<file path="config.mk">
export PLATFORM = sky130hd
export DESIGN_NAME = operand_fetch
export DESIGN_NICKNAME = d
export VERILOG_FILES = /design/src/rtl/mips_pkg.sv /design/src/rtl/reg_file_2r1w.sv /design/src/rtl/operand_fetch.sv
export SDC_FILE = /design/constraint.sdc
export NUM_CORES = 2
export LEC_CHECK = 0
export ABC_CLOCK_PERIOD_IN_PS = 2700
export CAP_MARGIN = 20
export CORE_MARGIN = 8
export CORE_UTILIZATION = 57
export CTS_CLUSTER_SIZE = 20
export DETAILED_ROUTE_END_ITERATION = 7
export PLACE_DENSITY_LB_ADDON = 0.3
export SYNTH_ARGS = -nofsm -noshare
export SYNTH_HDL_FRONTEND = slang
export SYNTH_SLANG_ARGS = --single-unit
</file>
<file path="constraint.sdc">
create_clock -name clk -period 2.7 [get_ports clk]
set_clock_uncertainty 0.2 [all_clocks]
set_input_delay 0.54 -clock clk [delete_from_list [all_inputs] [get_ports clk]]
set_output_delay 0.54 -clock clk [all_outputs]
set_load 0.01 [all_outputs]
</file>
<file path="src/rtl/mips_pkg.sv">
// Shared constants and helpers for the MIPS operand-fetch slice.
//   DATA_W      operand / register width
//   REG_ADDR_W  register index width
//   IMM_W       immediate field width
//   SEL_W       ALU operation select width
package mips_pkg;

  localparam int unsigned DATA_W     = 32;
  localparam int unsigned REG_ADDR_W = 5;
  localparam int unsigned IMM_W      = 16;
  localparam int unsigned SEL_W      = 2;
  localparam int unsigned NUM_REGS   = 1 << REG_ADDR_W;

  typedef enum logic [SEL_W-1:0] {
    ALU_ADD = 2'd0,
    ALU_SUB = 2'd1,
    ALU_AND = 2'd2,
    ALU_OR  = 2'd3
  } alu_op_e;

  localparam logic [REG_ADDR_W-1:0] REG_ZERO = 5'd0;

  function automatic logic [DATA_W-1:0] sext_imm(input logic [IMM_W-1:0] imm);
    return {{(DATA_W - IMM_W){imm[IMM_W-1]}}, imm};
  endfunction

endpackage

</file>
<file path="src/rtl/reg_file_2r1w.sv">
// 32-entry register file, two combinational read ports, one write port.
//   clk, rst          clock, synchronous active-high reset (clears all entries)
//   raddr_a/raddr_b   read indices; rdata_a/rdata_b read values
//   we/waddr/wdata    write port, committed at the rising edge
// R0 always reads zero and ignores writes. A write in the same cycle as a read of
// the same index is forwarded to the read port (write-first).
module reg_file_2r1w
  import mips_pkg::*;
(
  input  logic                  clk,
  input  logic                  rst,
  input  logic [REG_ADDR_W-1:0] raddr_a,
  input  logic [REG_ADDR_W-1:0] raddr_b,
  output logic [DATA_W-1:0]     rdata_a,
  output logic [DATA_W-1:0]     rdata_b,
  input  logic                  we,
  input  logic [REG_ADDR_W-1:0] waddr,
  input  logic [DATA_W-1:0]     wdata
);

  logic [DATA_W-1:0] regs_q [NUM_REGS];

  always_ff @(posedge clk) begin
    if (rst) begin
      for (int i = 0; i < NUM_REGS; i++) begin
        regs_q[i] <= '0;
      end
    end else if (we && (waddr != REG_ZERO)) begin
      regs_q[waddr] <= wdata;
    end
  end

  always_comb begin
    rdata_a = regs_q[raddr_a];
    if (raddr_a == REG_ZERO) begin
      rdata_a = '0;
    end else if (we && (waddr == raddr_a)) begin
      rdata_a = wdata;
    end
  end

  always_comb begin
    rdata_b = regs_q[raddr_b];
    if (raddr_b == REG_ZERO) begin
      rdata_b = '0;
    end else if (we && (waddr == raddr_b)) begin
      rdata_b = wdata;
    end
  end

endmodule

</file>
<file path="src/rtl/operand_fetch.sv">
// Decode-to-execute stage feeding the ALU.
//   clk, rst                       clock, synchronous active-high reset
//   in_valid/in_ready              issue handshake
//   rs, rt, imm, use_imm           operand sources; B = use_imm ? sext(imm) : R[rt]
//   alu_sel, rd                    passed through to sel / rd_out
//   wb_en, wb_addr, wb_data        register writeback (independent of stall)
//   stall_in                       downstream cannot take the current output
//   valid_out, inputA, inputB,     one-entry output register towards the ALU
//   sel, rd_out
module operand_fetch
  import mips_pkg::*;
(
  input  logic                  clk,
  input  logic                  rst,
  input  logic                  in_valid,
  output logic                  in_ready,
  input  logic [REG_ADDR_W-1:0] rs,
  input  logic [REG_ADDR_W-1:0] rt,
  input  logic [IMM_W-1:0]      imm,
  input  logic                  use_imm,
  input  logic [SEL_W-1:0]      alu_sel,
  input  logic [REG_ADDR_W-1:0] rd,
  input  logic                  wb_en,
  input  logic [REG_ADDR_W-1:0] wb_addr,
  input  logic [DATA_W-1:0]     wb_data,
  input  logic                  stall_in,
  output logic                  valid_out,
  output logic [DATA_W-1:0]     inputA,
  output logic [DATA_W-1:0]     inputB,
  output logic [SEL_W-1:0]      sel,
  output logic [REG_ADDR_W-1:0] rd_out
);

  logic [DATA_W-1:0] rdata_a;
  logic [DATA_W-1:0] rdata_b;
  logic [DATA_W-1:0] operand_b;

  reg_file_2r1w u_reg_file (
    .clk     (clk),
    .rst     (rst),
    .raddr_a (rs),
    .raddr_b (rt),
    .rdata_a (rdata_a),
    .rdata_b (rdata_b),
    .we      (wb_en),
    .waddr   (wb_addr),
    .wdata   (wb_data)
  );

  assign in_ready  = !valid_out || !stall_in;
  assign operand_b = use_imm ? sext_imm(imm) : rdata_b;

  // Data registers only load on accept so they hold through bubbles and stalls.
  always_ff @(posedge clk) begin
    if (rst) begin
      valid_out <= 1'b0;
      inputA    <= '0;
      inputB    <= '0;
      sel       <= '0;
      rd_out    <= '0;
    end else if (in_ready) begin
      valid_out <= in_valid;
      if (in_valid) begin
        inputA <= rdata_a;
        inputB <= operand_b;
        sel    <= alu_sel;
        rd_out <= rd;
      end
    end
  end

endmodule

</file>
==> key figures <==
Run status
  • Status: finished with violations
  • Failing checks: setup timing

Critical path
  • Worst Path Arrival: 1.98 ns
  • CP Launch Point: inputA[18]
  • CP max stage delay: 0.64 ns
  • Crit path launch type: flip-flop
  • Buf+Inv Stages, Crit Path: 1
  • CP cell instances: clkdlybuf4s50_1
  • Worst r2r src: u_reg_file.regs_q[23][10]
  • Required @ worst endpoint: 1.96 ns
  • Critical Path Sink Type: output port
  • Crit-path max FO: 3
  • Family with the most delay on the worst path: buffers and inverters
  • Crit Path Category: reg2out
  • Critical path's slowest cell: clkdlybuf4s50_1

Logic synthesis
  • Ys Warns: 0
  • Post-synth top area cell: edfxtp_1
  • FFs w/ async S/R, synth: 0%
  • Yosys cell types: 57
  • Top-count cell post-synth: edfxtp_1
  • Most frequent cells after synthesis: edfxtp_1 (1024), and2_1 (996), mux2i_1 (482), clkbuf_1 (287), mux4_2 (274)
  • Top cell type's share of synthesized area: 53.5%
  • EDFF count, synth: 1024
  • Sequential-to-total area share from yosys stat: 56.0%
  • Top_reg_cell synth: edfxtp_1
  • Mean post-synth cell area: 13.8 um2
  • Post-Syn Area: 57500 um2
  • Top cells by area, synth: edfxtp_1 (54%), and2_1 (11%), mux4_2 (11%), mux2i_1 (8.4%), dfxtp_1 (2.5%)
  • Seq cells post-synth: 1096
  • Syn Inst Count: 4155

Power and ir drop
  • Logic pwr share: 13.4%
  • Flop pwr share: 48.2%
  • Net Sw Frac: 25.4%
  • Switching power total: 0.0106 W
  • Internal: 0.0312 W
  • Power per Cell Area: 610 nW/um2
  • Static Leak: 25.3 nW
  • Clock Power Share: 38.4%
  • Peak supply drop: 600 uV

GRT
  • Number of global-route vias before repair: 40071
  • First-pass GRT wire length: 289000 um
  • Largest net degree at the start of global routing: 47
  • Initial antenna violation count: 17
  • Overall routing resource usage: 35.8%
  • Congestion Overflow GR: 0

Clock tree
  • Worst skew pair latency: 0.72 ns
  • Root buffer cell: clkbuf_16
  • # Post-CTS Setup Buffers: 0
  • Hold buffers post-CTS: 0
  • CTS tree: built
  • TritonCTS Buffers: 114
  • CTS Buffer Depth: 3
  • Post-CTS Resized: 0
  • CTS H-tree lvls: 3
  • Clock sink count: 1096
  • Reg clk slew, reported paths: 0.07 ns

Finish
  • Share of layout cells above drive strength 1: 23.5%
  • Area grow syn2layout: 19.2%
  • Final Util: 68.5%
  • Nets: 4576
  • # fillers: 6675

Timing
  • Max-slew headroom: 18.1%
  • Setup TNS: -0.0182 ns
  • Max Freq: 368 MHz
  • # setup viols final: 1
  • Final worst-path setup slack: -0.0182 ns
  • Final hold violations: 0
  • Fin crit share: 101%
  • Worst Tran Pin Value: 1.23 ns
  • Min Tclk post-route: 2.72 ns
  • RSZ-0062 raised after global routing: no
  • Hold slack: 0.0402 ns
  • Max-slew violations: 0

Floorplanning
  • Die Area: 111000 um2
  • Die Wd: 334 um
  • Die height: 334 um
  • CORE AREA: 100000 um2
  • Initial Util: 57.5%
  • Ports: 149
  • Site Rows: 116

Placed design
  • Port bufs: 148
  • Pre-CTS WS: -0.559 ns
  • Routability cong.: 0.998
  • DP HPWL: 142000 um

Route
  • Final wirelength: 205000 um
  • Via/cell ratio: 7.02
  • Initial DRC Count: 7160
  • Drt wl/cell: 34.7 um
  • Drt drc: 0
  • DRT antenna net count: 0
  • DR vias: 41431
  • DRT Pass-1 Iters: 7

Run
  • Max_cap viols: 0

Min path
  • Worst min path class: in2reg
  • Min-Delay Startpoint: rst
power groups by stage:
stage | combinational (W) | sequential [W] | clock (W)
after floorplan | 0.00278 | 0.0202 | 0
after global placement | 0.00535 | 0.0204 | 0
after detailed placement | 0.00538 | 0.0205 | 0
after CTS | 0.00541 | 0.0201 | 0.0160
after global routing | 0.00570 | 0.0202 | 0.0166
final | 0.00559 | 0.0202 | 0.0161
final cells by class:
class	instances	area [um2]	share of cell area [%]
multi-input combinational	2645	23700	34.6
timing repair buffer	642	7210	10.5
inverter	1	3.75	0.00548
sequential	1096	32200	47.0
clock buffer	157	3120	4.55
clock inverter	60	653	0.953
tap	1298	1620	2.37
antenna	6	15.0	0.0219
path summary, 6_finish.rpt:
kind | endpoint | slack (ns) | cells past startpoint
max | inputA[18] | -0.02 | 1
min | u_reg_file.regs_q[0][13] | 0.04 | 1
max reg2reg | inputA[10] | 0.23 | 6
min reg2reg | sel[1] | 0.26 | 2
metrics by stage:
stage               std cells  power, W  cell area (um2)
global route             5900    0.0425            68500
detailed placement       5682    0.0258            64700
CTS                      5899    0.0415            68500
finish                   5905    0.0418            68500
global placement         5681    0.0257            64700
floorplan                4186    0.0230            57600
metal layers:
layer | global-route usage [%] | up-vias | wire, um
met4 | 14.7 | 8 | 9630
met5 | 0 | - | 48
li1 | - | 16547 | -
met2 | 54.8 | 3602 | 91200
met1 | 47.4 | 20626 | 72300
met3 | 11.6 | 648 | 31700
registers in the layout, summed over array words and instances (netlist names):
| register | count |
|---|---|
| inputB | 32 |
| rd_out | 5 |
| valid_out | 1 |
| sel | 2 |
| u_reg_file.regs_q | 1024 |
| inputA | 32 |
cells in the final DEF (no fill, tap or decap), types with 8 or more instances in the layout:
master / count
edfxtp_1: 1024
and2_1: 994
mux2i_1: 482
buf_4: 334
mux4_2: 274
a22oi_1: 189
buf_12: 162
clkdlybuf4s50_1: 139
clkbuf_16: 115
a211oi_1: 82
o22ai_1: 74
nor2_1: 72
dfxtp_1: 72
nand2_1: 37
a211o_1: 37
nand4_1: 34
clkbuf_1: 34
nor2_4: 32
conb_1: 32
or2_2: 31
o221ai_1: 28
a22o_1: 25
o21ai_0: 22
mux2_2: 22
clkinv_2: 21
a21oi_1: 19
a221o_1: 15
a221oi_1: 15
or3_1: 12
o21ai_1: 12
bufinv_16: 12
or4_1: 11
clkinv_1: 11
xnor2_1: 10
a311oi_2: 10
nand3b_1: 8
clkbuf_8: 8
kinds of logic after synthesis:
| logic type | count (synthesis) | share of synthesized area [%] |
|---|---|---|
| xor+xnor | 10 | 0.152 |
| simple gates | 1272 | 13.4 |
| flops | 1096 | 56.0 |
| other cells | 1 | 0.00652 |
| mux | 778 | 19.6 |
| buf+inv | 445 | 3.56 |
| compound gates | 553 | 7.34 |
(Power assumes the default switching activity.)
